[config.mk]
export PLATFORM = sky130hd
export DESIGN_NAME = i2c_cmd_arbiter
export DESIGN_NICKNAME = d
export VERILOG_FILES = /design/src/rtl/i2c_cmd_arbiter.sv
export SDC_FILE = /design/constraint.sdc
export NUM_CORES = 1
export LEC_CHECK = 0
export CORE_MARGIN = 5
export CORE_UTILIZATION = 44
export CTS_BUF_LIST = sky130_fd_sc_hd__clkbuf_8
export DETAILED_ROUTE_END_ITERATION = 7
export GPL_ROUTABILITY_DRIVEN = 1
export PLACE_DENSITY = 0.92
export SLEW_MARGIN = 20
export SYNTH_ARGS = -nofsm -noshare
export SYNTH_HDL_FRONTEND = slang
export SYNTH_SLANG_ARGS = --single-unit
[constraint.sdc]
create_clock -name i_clk -period 5.1 [get_ports i_clk]
set_input_delay 1.275 -clock i_clk [delete_from_list [all_inputs] [get_ports i_clk]]
set_output_delay 1.275 -clock i_clk [all_outputs]
set_load 0.01 [all_outputs]
[src/rtl/i2c_cmd_arbiter.sv]
// Round-robin arbiter sharing one I2C codec register-write engine among N_REQ requesters,
// with retry on NACK/timeout and per-requester done/error reporting.
module i2c_cmd_arbiter #(
    parameter int unsigned N_REQ     = 3,
    parameter logic [7:0]  DEV_ADDR  = 8'h34,
    parameter int unsigned MAX_RETRY = 2,
    parameter int unsigned TIMEOUT   = 4096
) (
    input  logic               i_clk,
    input  logic               i_rst,
    input  logic [N_REQ-1:0]   i_req,
    input  logic [N_REQ*7-1:0] i_reg_addr,
    input  logic [N_REQ*9-1:0] i_reg_data,
    output logic [N_REQ-1:0]   o_grant,
    output logic [N_REQ-1:0]   o_done,
    output logic [N_REQ-1:0]   o_err,
    output logic               o_busy,
    output logic               o_eng_start,
    output logic [23:0]        o_eng_frame,
    input  logic               i_eng_busy,
    input  logic               i_eng_done,
    input  logic               i_eng_ack_err
);

    localparam int unsigned PW = (N_REQ > 1) ? $clog2(N_REQ) : 1;
    localparam int unsigned SW = PW + 1;
    localparam int unsigned TW = (TIMEOUT > 1) ? $clog2(TIMEOUT) : 1;
    localparam int unsigned RW = (MAX_RETRY > 0) ? $clog2(MAX_RETRY + 1) : 1;

    localparam logic [1:0] ST_IDLE  = 2'd0;
    localparam logic [1:0] ST_ISSUE = 2'd1;
    localparam logic [1:0] ST_WAIT  = 2'd2;

    logic [1:0]    state_q, state_d;
    logic [PW-1:0] ptr_q, ptr_d;
    logic [PW-1:0] owner_q, owner_d;
    logic [RW-1:0] retry_q, retry_d;
    logic [TW-1:0] timer_q, timer_d;
    logic [23:0]   frame_q, frame_d;

    logic [2*N_REQ-1:0] req_dbl_c;
    logic [N_REQ-1:0]   req_rot_c;
    logic [N_REQ-1:0]   scan_c;
    logic               found_c;
    logic [PW-1:0]      off_c;
    logic [SW-1:0]      sum_c;
    logic [PW-1:0]      win_c;
    logic [6:0]         sel_addr_c;
    logic [8:0]         sel_data_c;
    logic [PW-1:0]      ptr_next_c;
    logic [N_REQ-1:0]   owner_oh_c;

    logic [N_REQ-1:0]   grant_c;
    logic [N_REQ-1:0]   done_c;
    logic [N_REQ-1:0]   err_c;
    logic               start_c;
    logic               fail_c;

    // Round-robin winner: rotate requests so ptr sits at bit 0, take the first set bit.
    always_comb begin
        req_dbl_c = {i_req, i_req};
        req_rot_c = N_REQ'(req_dbl_c >> ptr_q);
        scan_c    = req_rot_c;
        found_c   = 1'b0;
        off_c     = '0;
        for (int i = 0; i < N_REQ; i++) begin
            if (!found_c && scan_c[0]) begin
                found_c = 1'b1;
                off_c   = PW'(i);
            end
            scan_c = scan_c >> 1;
        end
        sum_c      = {1'b0, ptr_q} + {1'b0, off_c};
        win_c      = (sum_c >= SW'(N_REQ)) ? PW'(sum_c - SW'(N_REQ)) : PW'(sum_c);
        sel_addr_c = 7'(i_reg_addr >> (7 * win_c));
        sel_data_c = 9'(i_reg_data >> (9 * win_c));
        ptr_next_c = (owner_q == PW'(N_REQ - 1)) ? '0 : owner_q + PW'(1);
        owner_oh_c = N_REQ'(1) << owner_q;
    end

    // Next-state and pulse outputs.
    always_comb begin
        state_d = state_q;
        ptr_d   = ptr_q;
        owner_d = owner_q;
        retry_d = retry_q;
        timer_d = timer_q;
        frame_d = frame_q;
        grant_c = '0;
        done_c  = '0;
        err_c   = '0;
        start_c = 1'b0;
        fail_c  = 1'b0;
        case (state_q)
            ST_IDLE: begin
                if (|i_req) begin
                    grant_c = N_REQ'(1) << win_c;
                    frame_d = {DEV_ADDR, sel_addr_c, sel_data_c};
                    owner_d = win_c;
                    retry_d = '0;
                    state_d = ST_ISSUE;
                end
            end
            ST_ISSUE: begin
                if (!i_eng_busy) begin
                    start_c = 1'b1;
                    timer_d = '0;
                    state_d = ST_WAIT;
                end
            end
            ST_WAIT: begin
                timer_d = timer_q + TW'(1);
                if (i_eng_done) begin
                    if (!i_eng_ack_err) begin
                        done_c  = owner_oh_c;
                        ptr_d   = ptr_next_c;
                        state_d = ST_IDLE;
                    end else begin
                        fail_c = 1'b1;
                    end
                end else if (timer_q == TW'(TIMEOUT - 1)) begin
                    fail_c = 1'b1;
                end
                if (fail_c) begin
                    if (retry_q < RW'(MAX_RETRY)) begin
                        retry_d = retry_q + RW'(1);
                        state_d = ST_ISSUE;
                    end else begin
                        err_c   = owner_oh_c;
                        ptr_d   = ptr_next_c;
                        state_d = ST_IDLE;
                    end
                end
            end
            default: state_d = ST_IDLE;
        endcase
    end

    always_ff @(posedge i_clk) begin
        if (i_rst) begin
            state_q <= ST_IDLE;
            ptr_q   <= '0;
            owner_q <= '0;
            retry_q <= '0;
            timer_q <= '0;
            frame_q <= '0;
        end else begin
            state_q <= state_d;
            ptr_q   <= ptr_d;
            owner_q <= owner_d;
            retry_q <= retry_d;
            timer_q <= timer_d;
            frame_q <= frame_d;
        end
    end

    // Pulses are suppressed while reset is asserted so nothing is handed out that reset will discard.
    assign o_grant     = i_rst ? '0 : grant_c;
    assign o_done      = i_rst ? '0 : done_c;
    assign o_err       = i_rst ? '0 : err_c;
    assign o_eng_start = i_rst ? 1'b0 : start_c;
    assign o_busy      = (state_q != ST_IDLE);
    assign o_eng_frame = frame_q;

endmodule

### Yosys cells after proc, flatten, opt, wreduce, memory -nomap -nowiden

Cells that the tools add are included.

| operators by class | value |
|---|---|
| $mul | 2 |
| $add $sub $neg | 5 |
| reduce and logical (&&, ||, !) cells | 13 |
| eq/ne operators | 10 |
| magnitude comparators | 2 |
| shift operators | 5 |
| multiplexer cells | 41 |

Operators with widths:

| operator | count |
|---|---|
| 3-bit 2-to-1 mux | 11 |
| 2-bit 2-to-1 mux | 15 |
| 27-bit by 6-bit right shift with 9-bit output | 1 |
| 12-bit case mux with 2 select lines | 1 |
| 21-bit by 5-bit right shift with 7-bit output | 1 |
| 12-bit by 1-bit adder with 12-bit output (second input constant) | 1 |
| 12-bit == test (second input constant) | 1 |
| 12-bit 2-to-1 mux | 1 |
| 1-bit 2-to-1 mux | 11 |
| 2-bit inequality test (second input constant) | 4 |
| 4-bit AND reduction | 2 |
| 4-bit by 2-bit multiplier with 6-bit output (first input constant) | 1 |
| 3-bit inequality test (second input constant) | 2 |
| 2-bit case mux with 3 select lines | 1 |
| 2-bit nonzero test | 3 |
| 1-bit by 2-bit left shift with 3-bit output (first input constant) | 2 |
| 6-bit by 2-bit right shift with 3-bit output | 1 |
| 3-bit by 2-bit multiplier with 5-bit output (first input constant) | 1 |
| 2-bit by 1-bit adder with 2-bit output (second input constant) | 2 |
| 2-bit == test (second input constant) | 2 |
| 2-bit case mux with 2 select lines | 1 |
| 2-bit AND reduction | 2 |
| 2-bit by 2-bit adder with 3-bit output | 1 |
| 3-bit by 2-bit greater-or-equal comparator with 1-bit output (second input constant) | 1 |
| other kinds (7) | 9 |

| storage, ports and cells | value |
|---|---|
| word-level logic and storage cells | 84 |
| bits in registers | 37 |

### Depth between registers and ports, before layout

| logic depth | value |
|---|---|
| depth after elaboration | 15 |
| mapped depth | 14 |
| mapped depth without buffers | 13 |

### Least setup slack after synthesis

OpenSTA, ideal clock, no wires.

| timing | value |
|---|---|
| path kind | in2out |
| start | in i_req[1] |
| end | out o_grant[0] |
| path slack | 23 ps |
| required time | 3825 ps |
| data arrival time | 3802 ps |
| buffers on the path | 1 |
| stages | 12 |
| path through | nor2b_1 a22oi_1 a21oi_1 ha_1 inv_1 fa_1 inv_1 ha_1 nand2b_1 mux2i_1 buf_2 nor3b_1 |

| between the ends | value |
|---|---|
| word-level cells in the longest chain between the ends | 15 |
| elaborated cells between the ends (all ways) | 18 |
| those cells by class | add/sub: 2; order compare: 1; shift: 2; mux: 8; reduce/logical: 5 |

RTL lines:

| element | RTL line | text |
|---|---|---|
| start, declared | 11 | `input logic [N_REQ-1:0] i_req,` |
| 6-bit by 2-bit right shift with 3-bit output | 62 | `req_rot_c = N_REQ'(req_dbl_c >> ptr_q);` |
| 1-bit 2-to-1 mux | 67 | `if (!found_c && scan_c[0]) begin` |
| 1-bit zero test | 67 |  |
| 1-bit logical AND | 67 |  |
| 1-bit 2-to-1 mux | 67 |  |
| 1-bit zero test | 67 |  |
| 1-bit logical AND | 67 |  |
| 2-bit 2-to-1 mux | 67 |  |
| 2-bit by 2-bit adder with 3-bit output | 73 | `sum_c = {1'b0, ptr_q} + {1'b0, off_c};` |
| 3-bit by 2-bit greater-or-equal comparator with 1-bit output or 2-bit subtractor (tied branches) | 74 | `win_c = (sum_c >= SW'(N_REQ)) ? PW'(sum_c - SW'(N_REQ)) : PW'(sum_c);` |
| 2-bit 2-to-1 mux | 74 |  |
| 1-bit by 2-bit left shift with 3-bit output | 97 | `grant_c = N_REQ'(1) << win_c;` |
| 3-bit 2-to-1 mux (*) | 96 | `if (\|i_req) begin` |
| 3-bit 2-to-1 mux (*) | 94 | `case (state_q)` |
| 3-bit 2-to-1 mux (*) | 158 | `assign o_grant = i_rst ? '0 : grant_c;` |
| end, declared | 14 | `output logic [N_REQ-1:0] o_grant,` |

Every way passes the cells marked *; elsewhere a longest branch is shown, timed or not.

### Worst setup path after layout

Ends and elaborated chain as after synthesis.

==> metrics.yaml <==
floorplanning:
  die_w_um: 79.1
  io_pins: 91
  rows: 25
  start_util_pct: 44.8
  dieHeight_um: 79.1
  die_area_um2: 6260
  core_um2: 4690
pwr:
  p_switching_mw: 0.219
  power_leakage_nw: 1.14
  power.density_nw_per_um2: 235
  swShare_pct: 29.4
  ir_worst_vdd_mv: 0.177
  p_seq_share_pct: 43.4
  clkPwrFrac_pct: 25.7
  p_int_mw: 0.526
  power_frac_comb_pct: 30.8
routing:
  route.met3.wl_um: 459
  via_count: 2363
  vias_per_cell: 5.91
  wl_met1_mm: 2.61
  routed.top_layer: "met4"
  first_pass_iters: 6
  drtIter0Drc: 211
  wl_met2_mm: 3.32
  ant_nets: 0
  wirelength_mm: 6.53
  wire_per_inst_um: 16.3
  drcViolationCount: 0
critical_path:
  crit_type: "in2out"
  path_cells: "clkdlybuf4s15_1 > nor2b_4 > a22oi_2 > a21oi_2 > ha_2 > inv_1 > fa_1 > inv_2 > ha_4 > nand3b_1 > mux2i_1 > nor3b_2 > buf_2"
  start_kind: "input port"
  path_buf_inv: 4
  timing.rr.start: "ptr_q[1]"
  crit_arrival_ns: 3.69
  critPathLaunch: "i_req[1]"
  path_max_fanout: 3
  crit_family: "adder cells"
  endpoint_kind: "output port"
  worstPathRequired_ns: 3.83
  crit_slowest_cell: "fa_1"
  max_stage_delay_ns: 0.54
cells_and_area:
  final_cells: 400
  multi_input_area_um2: 1310
  drive_gt1_share_pct: 13.9
  fin_nets: 405
  final-seq-area_um2: 741
  antennaDiodeCount: 0
  fill_cells: 383
  area_growth_pct: 50.6
clock_tree:
  path_clk_slew_ns: 0.07
  cts_buffer_depth: 2
  cts_hold_buffers: 0
  cts.htree.levels: 2
  numCtsBuffers: 5
  clock-root-buffer: "clkbuf_8"
  insertion_delay_ns: 0.29
  cts_tree: "done"
  cts.sinks: 37
synthesis:
  synth-async-reset-ratio_pct: 0
  post_synth_num_cell_types: 50
  synth_top_area_share_pct: 35.2
  yosysSeqAreaShare_pct: 35.2
  synth_flop_cell: "dfxtp_1"
  synth_commonest_cells: "dfxtp_1, nor2_1, a21oi_1"
  synth_top_cell_by_area: "dfxtp_1"
  synth_seq_cells: 37
  synth_cells: 257
  synth_area_leaders: "dfxtp_1, a222oi_1, nor2_1"
  syn_area_per_cell_um2: 8.18
  synth_enable_flop_cells: 0
  netlist_area_um2: 2100
  synth_warnings: 0
timing:
  timing.final.max_slew_violations: 0
  tightest_slew_ns: 0.629
  slew_headroom_pct: 58.0
  tns_ns: 0
  fmax_mhz: 201
  post-route-period-util_pct: 97.4
  hold_viol: 0
  worst_clock_skew_ns: 0.00632
  finalCriticalPeriod_ns: 4.97
  setup_viol: 0
worst_hold_path:
  hp-class: "reg2reg"
  hold_start: "timer_q[1]"
global_routing:
  track_usage_pct: 20.4
  grt_pass1_vias: 2176
  antenna_found_initial: 0
  grt_max_degree: 37
  overflow: 0
  grt_pass1_wl_mm: 10.2
placement:
  io_buffers: 85
  gp_congestion: 0.758
  hpwl_mm: 4.69
  dp_cells: 388
run:
  drv_cap: 0
outcome:
  status: "finished clean"
==> tightest hold or removal path, delay by kind of cell, from the launching register on <==
| family | cells | cell delay, ns |
|---|---|---|
| compound gates | 1 | 0.06 |
| flops | 1 | 0.33 |
| simple gates | 1 | 0.07 |
==> path summary, 6_finish.rpt <==
kind                    end  slack, ns  cells past startpoint
max              o_grant[0]       0.13                     13
min              timer_q[1]       0.50                      2
max reg2reg  o_eng_frame[1]       1.69                     14
min reg2reg      timer_q[1]       0.50                      2
==> cells by family after synthesis <==
family	Yosys count	synth area share (%)
fa+ha+maj	4	2.74
compound gates	79	27.7
mux	2	1.01
buf+inv	30	6.90
flops	37	35.2
other cells	1	0.178
simple gates	104	26.2
==> layer usage <==
layer	track usage [%]	vias to the layer above
met2	34.7	93
met5	0	-
met1	24.6	1120
met4	7.73	0
met3	5.10	12
li1	-	1138
==> sequential cells by signal, summed over array words and instances (netlist names) <==
signal	cells
owner_q	2
timer_q	12
o_eng_frame	17
retry_q	2
ptr_q	2
state_q	2
==> power by group through the flow <==
stage / Clock, mW / Combinational [mW] / Sequential [mW]
after floorplan: 0 / 0.0979 / 0.338
after global routing: 0.210 / 0.248 / 0.326
after global placement: 0 / 0.212 / 0.329
after detailed placement: 0 / 0.219 / 0.330
after CTS: 0.197 / 0.224 / 0.323
final: 0.192 / 0.229 / 0.323
==> cell type report <==
type / instances / share of cell area, %
Clock inverter: 3 / 0.356
Timing Repair Buffer: 99 / 29.5
Sequential cell: 37 / 23.4
Inverter: 8 / 0.948
Tap cell: 54 / 2.13
Clock buffer: 5 / 2.17
Multi-Input combinational cell: 194 / 41.5
==> placed cells by master, fill, tap and decap left out, types with 3 or more instances in the layout <==
cell and instances:
conb_1 5, nand2_1 13, o21ai_0 8, nor2_1 36, nor3b_2 4, buf_2 3
nand3b_1 4, nor3_1 6, clkdlybuf4s50_1 79, dfxtp_1 37, or3_1 3, inv_1 10
a21oi_1 18, nand3_1 10, a222oi_1 16, clkbuf_8 5, buf_4 13, nand2b_1 7
o211ai_1 4, a211oi_1 16
==> repair_timing <==
item | 4_1_cts | 5_1_grt
gates resized for setup | 30 | 11
buffers inserted | 2 | 2
pin swaps | 3 | 3
endpoints found under the setup margin | 3 | 3
==> metrics by stage <==
step,hold slack (ns),worst slack [ns],instance area (µm²),power (mW),util [%]
global route,0.522,-0.0685,3170,0.784,67.5
finish,0.496,0.131,3170,0.745,67.5
floorplan,0.465,0.0231,2120,0.435,-
global placement,0.475,-0.620,3000,0.541,63.9
CTS,0.500,0.0244,3120,0.744,66.6
detailed placement,0.490,-0.713,3000,0.549,63.9
(Power assumes the default switching activity.)
